<file path="src/rtl/adder_share_arb_if.sv">
// Bundle of requester, shared-adder and response signals for adder_share_arb.
// The arbiter connects through the slave modport and its environment through master.
interface adder_share_arb_if #(
  parameter int unsigned NUM_REQ = 4,
  parameter int unsigned ID_W    = $clog2(NUM_REQ)
);
  // Requester side
  logic [NUM_REQ-1:0]   req_valid;
  logic [4*NUM_REQ-1:0] req_a;
  logic [4*NUM_REQ-1:0] req_b;
  logic [NUM_REQ-1:0]   req_ready;
  // Shared adder side
  logic [3:0]           add_a;
  logic [3:0]           add_b;
  logic                 add_cin;
  logic [3:0]           add_sum;
  logic                 add_carry;
  // Response side
  logic                 rsp_valid;
  logic                 rsp_ready;
  logic [ID_W-1:0]      rsp_id;
  logic [3:0]           rsp_sum;
  logic                 rsp_carry;
  // Status
  logic                 busy;
  logic                 err;

  modport slave (
    input  req_valid, req_a, req_b, add_sum, add_carry, rsp_ready,
    output req_ready, add_a, add_b, add_cin, rsp_valid, rsp_id, rsp_sum, rsp_carry, busy, err
  );

  modport master (
    output req_valid, req_a, req_b, add_sum, add_carry, rsp_ready,
    input  req_ready, add_a, add_b, add_cin, rsp_valid, rsp_id, rsp_sum, rsp_carry, busy, err
  );
endinterface

</file>
<file path="src/rtl/adder_share_arb.sv">
// Round-robin arbiter sharing one external 4-bit adder among NUM_REQ requesters.
// IDLE grants and latches operands, EXEC lets the adder settle and captures the
// result, RESP holds the tagged result until the consumer accepts it.
module adder_share_arb #(
  parameter int unsigned NUM_REQ = 4,
  parameter int unsigned ID_W    = $clog2(NUM_REQ)
) (
  input  logic              clk,
  input  logic              rst,
  adder_share_arb_if.slave  bus
);

  typedef enum logic [1:0] {StIdle, StExec, StResp} state_e;

  state_e          state_q, state_d;
  logic [ID_W-1:0] ptr_q, ptr_d;
  logic [3:0]      add_a_q, add_a_d;
  logic [3:0]      add_b_q, add_b_d;
  logic            rsp_valid_q, rsp_valid_d;
  logic [ID_W-1:0] rsp_id_q, rsp_id_d;
  logic [3:0]      rsp_sum_q, rsp_sum_d;
  logic            rsp_carry_q, rsp_carry_d;
  logic            err_q, err_d;

  logic            found;
  logic [ID_W-1:0] win;
  logic [ID_W-1:0] idx;
  logic [4:0]      exp_sum;

  // Round-robin search: first valid requester at or above ptr, wrapping around.
  always_comb begin
    found = 1'b0;
    win   = '0;
    idx   = '0;
    for (int unsigned i = 0; i < NUM_REQ; i++) begin
      idx = ID_W'((32'(ptr_q) + i) % NUM_REQ);
      if (!found && bus.req_valid[idx]) begin
        found = 1'b1;
        win   = idx;
      end
    end
  end

  // Reference sum used to cross-check the external adder.
  assign exp_sum = {1'b0, add_a_q} + {1'b0, add_b_q};

  // Next-state and register updates for the three-state sequencer.
  always_comb begin
    state_d     = state_q;
    ptr_d       = ptr_q;
    add_a_d     = add_a_q;
    add_b_d     = add_b_q;
    rsp_valid_d = rsp_valid_q;
    rsp_id_d    = rsp_id_q;
    rsp_sum_d   = rsp_sum_q;
    rsp_carry_d = rsp_carry_q;
    err_d       = err_q;
    unique case (state_q)
      StIdle: begin
        if (found) begin
          add_a_d  = bus.req_a[{win, 2'b00} +: 4];
          add_b_d  = bus.req_b[{win, 2'b00} +: 4];
          rsp_id_d = win;
          state_d  = StExec;
        end
      end
      StExec: begin
        rsp_sum_d   = bus.add_sum;
        rsp_carry_d = bus.add_carry;
        rsp_valid_d = 1'b1;
        if ({bus.add_carry, bus.add_sum} != exp_sum) begin
          err_d = 1'b1;
        end
        state_d = StResp;
      end
      StResp: begin
        if (bus.rsp_ready) begin
          rsp_valid_d = 1'b0;
          ptr_d       = (rsp_id_q == ID_W'(NUM_REQ - 1)) ? '0 : rsp_id_q + 1'b1;
          state_d     = StIdle;
        end
      end
      default: state_d = StIdle;
    endcase
  end

  // State register with synchronous reset taking priority over any transfer.
  always_ff @(posedge clk) begin
    if (rst) begin
      state_q     <= StIdle;
      ptr_q       <= '0;
      add_a_q     <= '0;
      add_b_q     <= '0;
      rsp_valid_q <= 1'b0;
      rsp_id_q    <= '0;
      rsp_sum_q   <= '0;
      rsp_carry_q <= 1'b0;
      err_q       <= 1'b0;
    end else begin
      state_q     <= state_d;
      ptr_q       <= ptr_d;
      add_a_q     <= add_a_d;
      add_b_q     <= add_b_d;
      rsp_valid_q <= rsp_valid_d;
      rsp_id_q    <= rsp_id_d;
      rsp_sum_q   <= rsp_sum_d;
      rsp_carry_q <= rsp_carry_d;
      err_q       <= err_d;
    end
  end

  // Grant pulse is combinational in IDLE; masked by rst so reset wins over a grant.
  always_comb begin
    bus.req_ready = '0;
    if (state_q == StIdle && found && !rst) begin
      bus.req_ready = NUM_REQ'(1) << win;
    end
  end

  assign bus.add_a     = add_a_q;
  assign bus.add_b     = add_b_q;
  assign bus.add_cin   = 1'b0;
  assign bus.rsp_valid = rsp_valid_q;
  assign bus.rsp_id    = rsp_id_q;
  assign bus.rsp_sum   = rsp_sum_q;
  assign bus.rsp_carry = rsp_carry_q;
  assign bus.busy      = (state_q != StIdle);
  assign bus.err       = err_q;

endmodule

</file>
<file path="src/flat_wrapper.sv">
// flat-port wrapper written by rule: the top's interface ports become plain ports
module adder_share_arb_flat 
#(
  parameter int unsigned NUM_REQ = 4,
  parameter int unsigned ID_W    = $clog2(NUM_REQ)
)
  (clk, rst, bus_req_valid, bus_req_a, bus_req_b, bus_add_sum, bus_add_carry, bus_rsp_ready, bus_req_ready, bus_add_a, bus_add_b, bus_add_cin, bus_rsp_valid, bus_rsp_id, bus_rsp_sum, bus_rsp_carry, bus_busy, bus_err);
  adder_share_arb_if #(.NUM_REQ(NUM_REQ), .ID_W(ID_W)) bus_i ();
  input  logic clk;
  input  logic rst;
  input wire logic [$bits(bus_i.req_valid)-1:0] bus_req_valid;
  input wire logic [$bits(bus_i.req_a)-1:0] bus_req_a;
  input wire logic [$bits(bus_i.req_b)-1:0] bus_req_b;
  input wire logic [$bits(bus_i.add_sum)-1:0] bus_add_sum;
  input wire logic [$bits(bus_i.add_carry)-1:0] bus_add_carry;
  input wire logic [$bits(bus_i.rsp_ready)-1:0] bus_rsp_ready;
  output wire logic [$bits(bus_i.req_ready)-1:0] bus_req_ready;
  output wire logic [$bits(bus_i.add_a)-1:0] bus_add_a;
  output wire logic [$bits(bus_i.add_b)-1:0] bus_add_b;
  output wire logic [$bits(bus_i.add_cin)-1:0] bus_add_cin;
  output wire logic [$bits(bus_i.rsp_valid)-1:0] bus_rsp_valid;
  output wire logic [$bits(bus_i.rsp_id)-1:0] bus_rsp_id;
  output wire logic [$bits(bus_i.rsp_sum)-1:0] bus_rsp_sum;
  output wire logic [$bits(bus_i.rsp_carry)-1:0] bus_rsp_carry;
  output wire logic [$bits(bus_i.busy)-1:0] bus_busy;
  output wire logic [$bits(bus_i.err)-1:0] bus_err;
  assign bus_i.req_valid = bus_req_valid;
  assign bus_i.req_a = bus_req_a;
  assign bus_i.req_b = bus_req_b;
  assign bus_i.add_sum = bus_add_sum;
  assign bus_i.add_carry = bus_add_carry;
  assign bus_i.rsp_ready = bus_rsp_ready;
  assign bus_req_ready = bus_i.req_ready;
  assign bus_add_a = bus_i.add_a;
  assign bus_add_b = bus_i.add_b;
  assign bus_add_cin = bus_i.add_cin;
  assign bus_rsp_valid = bus_i.rsp_valid;
  assign bus_rsp_id = bus_i.rsp_id;
  assign bus_rsp_sum = bus_i.rsp_sum;
  assign bus_rsp_carry = bus_i.rsp_carry;
  assign bus_busy = bus_i.busy;
  assign bus_err = bus_i.err;
  adder_share_arb #(.NUM_REQ(NUM_REQ), .ID_W(ID_W)) u_core (.clk(clk), .rst(rst), .bus(bus_i));
endmodule
</file>
<file path="config.mk">
export PLATFORM = sky130hd
export DESIGN_NAME = adder_share_arb_flat
export DESIGN_NICKNAME = d
export VERILOG_FILES = /design/src/rtl/adder_share_arb_if.sv /design/src/rtl/adder_share_arb.sv /design/src/flat_wrapper.sv
export SDC_FILE = /design/constraint.sdc
export NUM_CORES = 1
export LEC_CHECK = 0
export ABC_AREA = 1
export BUFFER_PORTS_ARGS = -buffer_cell sky130_fd_sc_hd__buf_2
export CORE_MARGIN = 10
export CORE_UTILIZATION = 44
export CTS_BUF_LIST = sky130_fd_sc_hd__clkbuf_4 sky130_fd_sc_hd__clkbuf_8 sky130_fd_sc_hd__clkbuf_16
export DETAILED_ROUTE_END_ITERATION = 12
export PLACE_DENSITY_LB_ADDON = 0.3
export SYNTH_ARGS = -nofsm -noshare
export SYNTH_HDL_FRONTEND = slang
export SYNTH_SLANG_ARGS = --single-unit
export TNS_END_PERCENT = 5
</file>
<file path="constraint.sdc">
create_clock -name clk -period 1.8 [get_ports clk]
set_input_delay 0.27 -clock clk [delete_from_list [all_inputs] [get_ports clk]]
set_output_delay 0.27 -clock clk [all_outputs]
set_load 0.01 [all_outputs]
</file>
### Yosys cells after proc, flatten, opt, wreduce, memory -nomap -nowiden

Index checks and enable logic that the tools add are counted.

* add/sub/neg operators: 5
* eq/ne operators: 6
* shift-type cells: 3
* order comparisons: 4
* multiplexer cells: 23
* reductions and logical operators: 17

Operator list (count)
* 16-bit by 5-bit variable part select with 4-bit output: 2
* 2-bit two-way mux: 7
* 2-bit by 3-bit < comparator with 1-bit output, second input constant: 4
* 2-bit AND reduction: 5
* 1-bit two-way mux: 9
* 1-bit binary-select mux with 2-bit select: 4
* 2-bit one-hot mux with 3 select lines: 1
* 4-bit by 4-bit adder with 5-bit output: 1
* 1-bit logical AND: 5
* 5-bit inequality test: 1
* 2-bit by 1-bit adder with 2-bit output, second input constant: 2
* 2-bit adder, second input constant: 2
* 2-bit == test, second input constant: 2
* 1-bit zero test: 4
* 4-bit two-way mux: 1
* 2-bit nonzero test: 2
* 1-bit by 2-bit << shifter with 4-bit output, first input constant: 1
* 2-bit by 1-bit == test with 1-bit output, second input constant: 1
* 2-bit zero test: 1
* 2-bit by 1-bit inequality test with 1-bit output, second input constant: 1
* 2-bit inequality test, second input constant: 1
* 1-bit one-hot mux with 2 select lines: 1

* output and inout bits: 23
* register bits: 21

### Depth between registers and ports, before layout

* depth after elaboration: 15
* gate-level depth with buffers: 18

### Least setup slack after synthesis

OpenSTA, ideal clock, no wires.

* kind: flip-flop to output port
* start: register u_core.ptr_q[0]
* end: output port bus_req_ready[2]
* setup slack: -0.128 ns
* data arrival time: 1.658 ns
* stages on the path, launching flop included: 12
* cells stage by stage: dfxtp_1 buf_6 inv_6 nand2_1 nand3_1 nand2_2 nor2_8 nand3_2 nand3_4 nand2_4 buf_6 nor3_1

* word-level cells in the longest chain between the ends: 15
* elaborated cells between the ends (all ways): 29
* those cells by class: 3 x add/sub; 1 x shift; 17 x mux; 8 x reduce/logical

Ends and longest elaborated chain
* from (decl): line adder_share_arb.sv:16 `logic [ID_W-1:0] ptr_q, ptr_d;`
* from (signal assigned): line adder_share_arb.sv:101 `ptr_q <= ptr_d;`
* branches (longest 14 deep; another with 2-bit by 1-bit adder with 2-bit output)
* 4-bit two-way mux *: line adder_share_arb.sv:115 `if (state_q == StIdle && found && !rst) begin`
* to (decl): line flat_wrapper.sv:17 `output wire logic [$bits(bus_i.req_ready)-1:0] bus_req_ready;`

Mark *: on every way between the ends. The select of a mux whose other input is x is not followed.

### Worst setup path in the final report

* start: register u_core.ptr_q[0]
* end: output port bus_req_ready[0]

Same word-level chain as after synthesis.

==> results.md <==
* Origin of the worst min-delay path: bus_add_sum[3]
* Flop and latch count out of synthesis at 21
* Post-Route WL at 5069 um
* Layout cells sized above 1 at 47.13%
* Final period utilization at 121.8%
* Core Rows at 22
* Cts bufs inserted at 3
* Initial Utilization at 45.14%
* Hold WC Path Type: input pin to flip-flop
* Drt pass-1 iters at 6
* Synth top area share at 25.63%
* # Max-Cap Violations at 0
* Power per cell area at 836.7 nW/um2
* Hold WS at 0.2659 ns
* Kind of critical path: flip-flop to output pin
* Seq/Total Area, Yosys at 25.63%
* Failing checks: negative setup slack
* Post-synth ARST share at 0%
* Synth top cells by count: 77 x nand2_1, 32 x nor2_1, 24 x nand3_1
* Clock Pin Slew Worst Setup and Hold Paths at 0.08 ns
* Reg2reg setup slack at -0.21 ns
* Met3 WL at 360 um
* Initial drt markers at 81
* HPWL Detailed at 3889 um
* YS warnings at 0
* Global-route wire length before repair at 8659 um
* Synthesized area per cell at 6.383 um2
* Filler instances at 336
* DRT met1 WL at 2160 um
* Multi-input gate area at 1220 um2
* Final worst slack at -0.3916 ns
* Worst setup EP type: output pin
* Initial antenna violation count at 0
* Worst Path Max Fanout at 6
* Final Net Count at 399
* # IOs at 67
* # hold bufs at CTS at 0
* Setup crit start kind: flip-flop
* Worst hold path depth at 3
* Die span in x at 81.06 um
* Final min period at 2.192 ns
* Clock Root Buffer: clkbuf_8
* Input/output buffers at 65
* Met2 routed WL at 2472 um
* WHS Endpoint: u_core.bus.rsp_sum[3]
* Post-Syn Instances at 257
* Die area at 6570 um2
* Via/cell ratio at 4.894
* Synthesized cell area at 1640 um2
* Skew final at 0.007782 ns
* Clock buffer depth at 2
* Reg-to-Reg End: u_core.bus.add_a[2]
* Fin. max-slew vios at 0
* Hold Fails Final Rpt at 0
* P_leak at 1.351 nW
* Antenna Nets Post-Route at 0
* Reg2Reg Depth at 16
* Post-synth EDFFs at 0
* Ys flop type: dfxtp_1
* Vias in the first global route at 2010
* Die Span Y at 81.06 um
* TritonCTS clock tree: yes
* Status: complete, but fails checks
* Insertion delay of the later-clocked pin in the worst-skew pair at 0.26 ns
* RSZ-0062 raised after global routing: yes
* Arr. time, crit path at 1.92 ns
* Clk sinks at 21
* Area contributors post-synth: dfxtp_1 26%, nand2_1 18%, nand3_1 7.3%, nor2_1 7.3%, o21ai_0 4.6%
* Worst R2R Start: u_core.ptr_q[0]
* Top-count cell post-synth: nand2_1
* Vias at 1938
* Synth cell types at 29
* DR WL/cell at 12.80 um
* Layout Utilization at 68.49%
* Syn nets at 307
* H-tree levels at 1
* Critical path required time at 1.53 ns
* Register area at 425.4 um2
* Layout area overhead at 51.72%
* Global route overflow at 0
* Fmax at 0.4563 GHz
* Placer Congestion at 0.8375
* Final setup fails at 13
* DRC Markers at 0
* Area leader, netlist: dfxtp_1
* Global-route usage over all layers at 15.66%
* Core area at 3633 um2
* Pin count of the biggest net entering global routing at 20
* Top Layer Used: met4
* Pre-CTS WS at -0.1863 ns
* VDD IR max at 0.0004891 V
* Diodes inserted at 0
## flip-flops by register name (all words and copies together) (netlist names)
signal	flops
u_core.bus.err	1
u_core.bus.rsp_id	2
u_core.bus.rsp_sum	4
u_core.bus.add_b	4
u_core.bus.add_a	4
u_core.bus.rsp_valid	1
u_core.state_q	2
u_core.bus.rsp_carry	1
u_core.ptr_q	2
## metal layers
| metal | track usage [%] | vias to the layer above |
|---|---|---|
| met2 | 27.63 | 63 |
| met1 | 18.55 | 859 |
| li1 | - | 1010 |
| met3 | 4.194 | 6 |
| met5 | 0 | - |
| met4 | 3.287 | 0 |
## through the flow
step / power [mW] / area (um2) / std cells / setup TNS, ns
after floorplan: 1.267 / 1655 / 257 / -0.1197
after global placement: 1.614 / 2165 / 383 / -0.9954
after detailed placement: 1.632 / 2165 / 383 / -1.084
after CTS: 2.061 / 2444 / 395 / -2.758
after global routing: 2.262 / 2489 / 396 / -4.891
final: 2.082 / 2489 / 396 / -2.870
## final cells by class
class | count | share of cell area (%)
Multi-Input combinational cell | 202 | 49.02
Timing Repair Buffer | 95 | 24.89
Sequential cell | 21 | 17.09
Inverter | 25 | 4.374
Tap cell | 48 | 2.413
Clock buffer | 3 | 1.659
Timing Repair inverter | 1 | 0.3519
Clock inverter | 1 | 0.2011
## placed cells by master (no fill, tap or decap), types with 2 or more instances in the layout
cell / netlist / routed
or2_2: 2 / 2
nor3_2: 0 / 2
nand4_1: 6 / 6
nand3b_1: 2 / 2
buf_12: 0 / 3
nor2_1: 32 / 29
xor2_1: 2 / 2
dfxtp_1: 21 / 19
ha_1: 5 / 5
clkbuf_8: 0 / 3
buf_6: 3 / 3
nand2_2: 5 / 17
nand3_4: 3 / 3
nor3_4: 0 / 2
nand2_4: 1 / 9
inv_1: 19 / 16
inv_2: 5 / 7
a21oi_1: 11 / 11
nor2_2: 2 / 3
nand2_1: 77 / 57
buf_2: 2 / 65
o21ai_0: 15 / 14
nor2_4: 1 / 3
nand3_1: 24 / 19
nand3_2: 6 / 11
buf_4: 2 / 23
## worst max-delay path: stages (launching register included)
cell,delay (ns)
dfxtp_4,0.37
buf_12,0.15
inv_12,0.06
nand2_2,0.06
nand3_2,0.10
nand2_4,0.08
nor2_8,0.15
nand3_4,0.10
nand2_4,0.08
nor2_4,0.05
buf_12,0.12
nor3_4,0.16
buf_2,0.16
## worst max path at each step
stage                          startpoint                to  slack [ns]
after detailed placement  u_core.ptr_q[0]  bus_req_ready[2]       -0.19
after floorplan           u_core.ptr_q[0]  bus_req_ready[2]       -0.05
final                     u_core.ptr_q[0]  bus_req_ready[0]       -0.39
after CTS                 u_core.ptr_q[0]  bus_req_ready[2]       -0.37
after global routing      u_core.ptr_q[0]  bus_req_ready[2]       -0.49
after global placement    u_core.ptr_q[0]  bus_req_ready[2]       -0.17
## repair_timing
item,in CTS,in global routing
setup buffers,7,0
gates cloned,1,1
pin swaps,15,12
resized for setup,42,13
setup endpoints to repair,13,15
## kinds of logic (layout without fill, tap and decap cells)
group / Yosys count / count (layout) / share of synthesized area (%)
xor+xnor: 2 / 2 / 1.068
compound gates: 27 / 27 / 8.390
flops: 21 / 21 / 25.63
buf+inv: 34 / 125 / 10.07
other cells: 1 / 1 / 0.2286
simple gates: 166 / 166 / 49.58
fa+ha+maj: 6 / 6 / 5.034
## power breakdown
group,switching [mW],leakage (nW),internal (mW)
registers,0.0600,0.175,0.545
logic,0.650,1.15,0.523
clock network,0.151,0.0255,0.154
total,0.860,1.35,1.22
(Power assumes the default switching activity.)
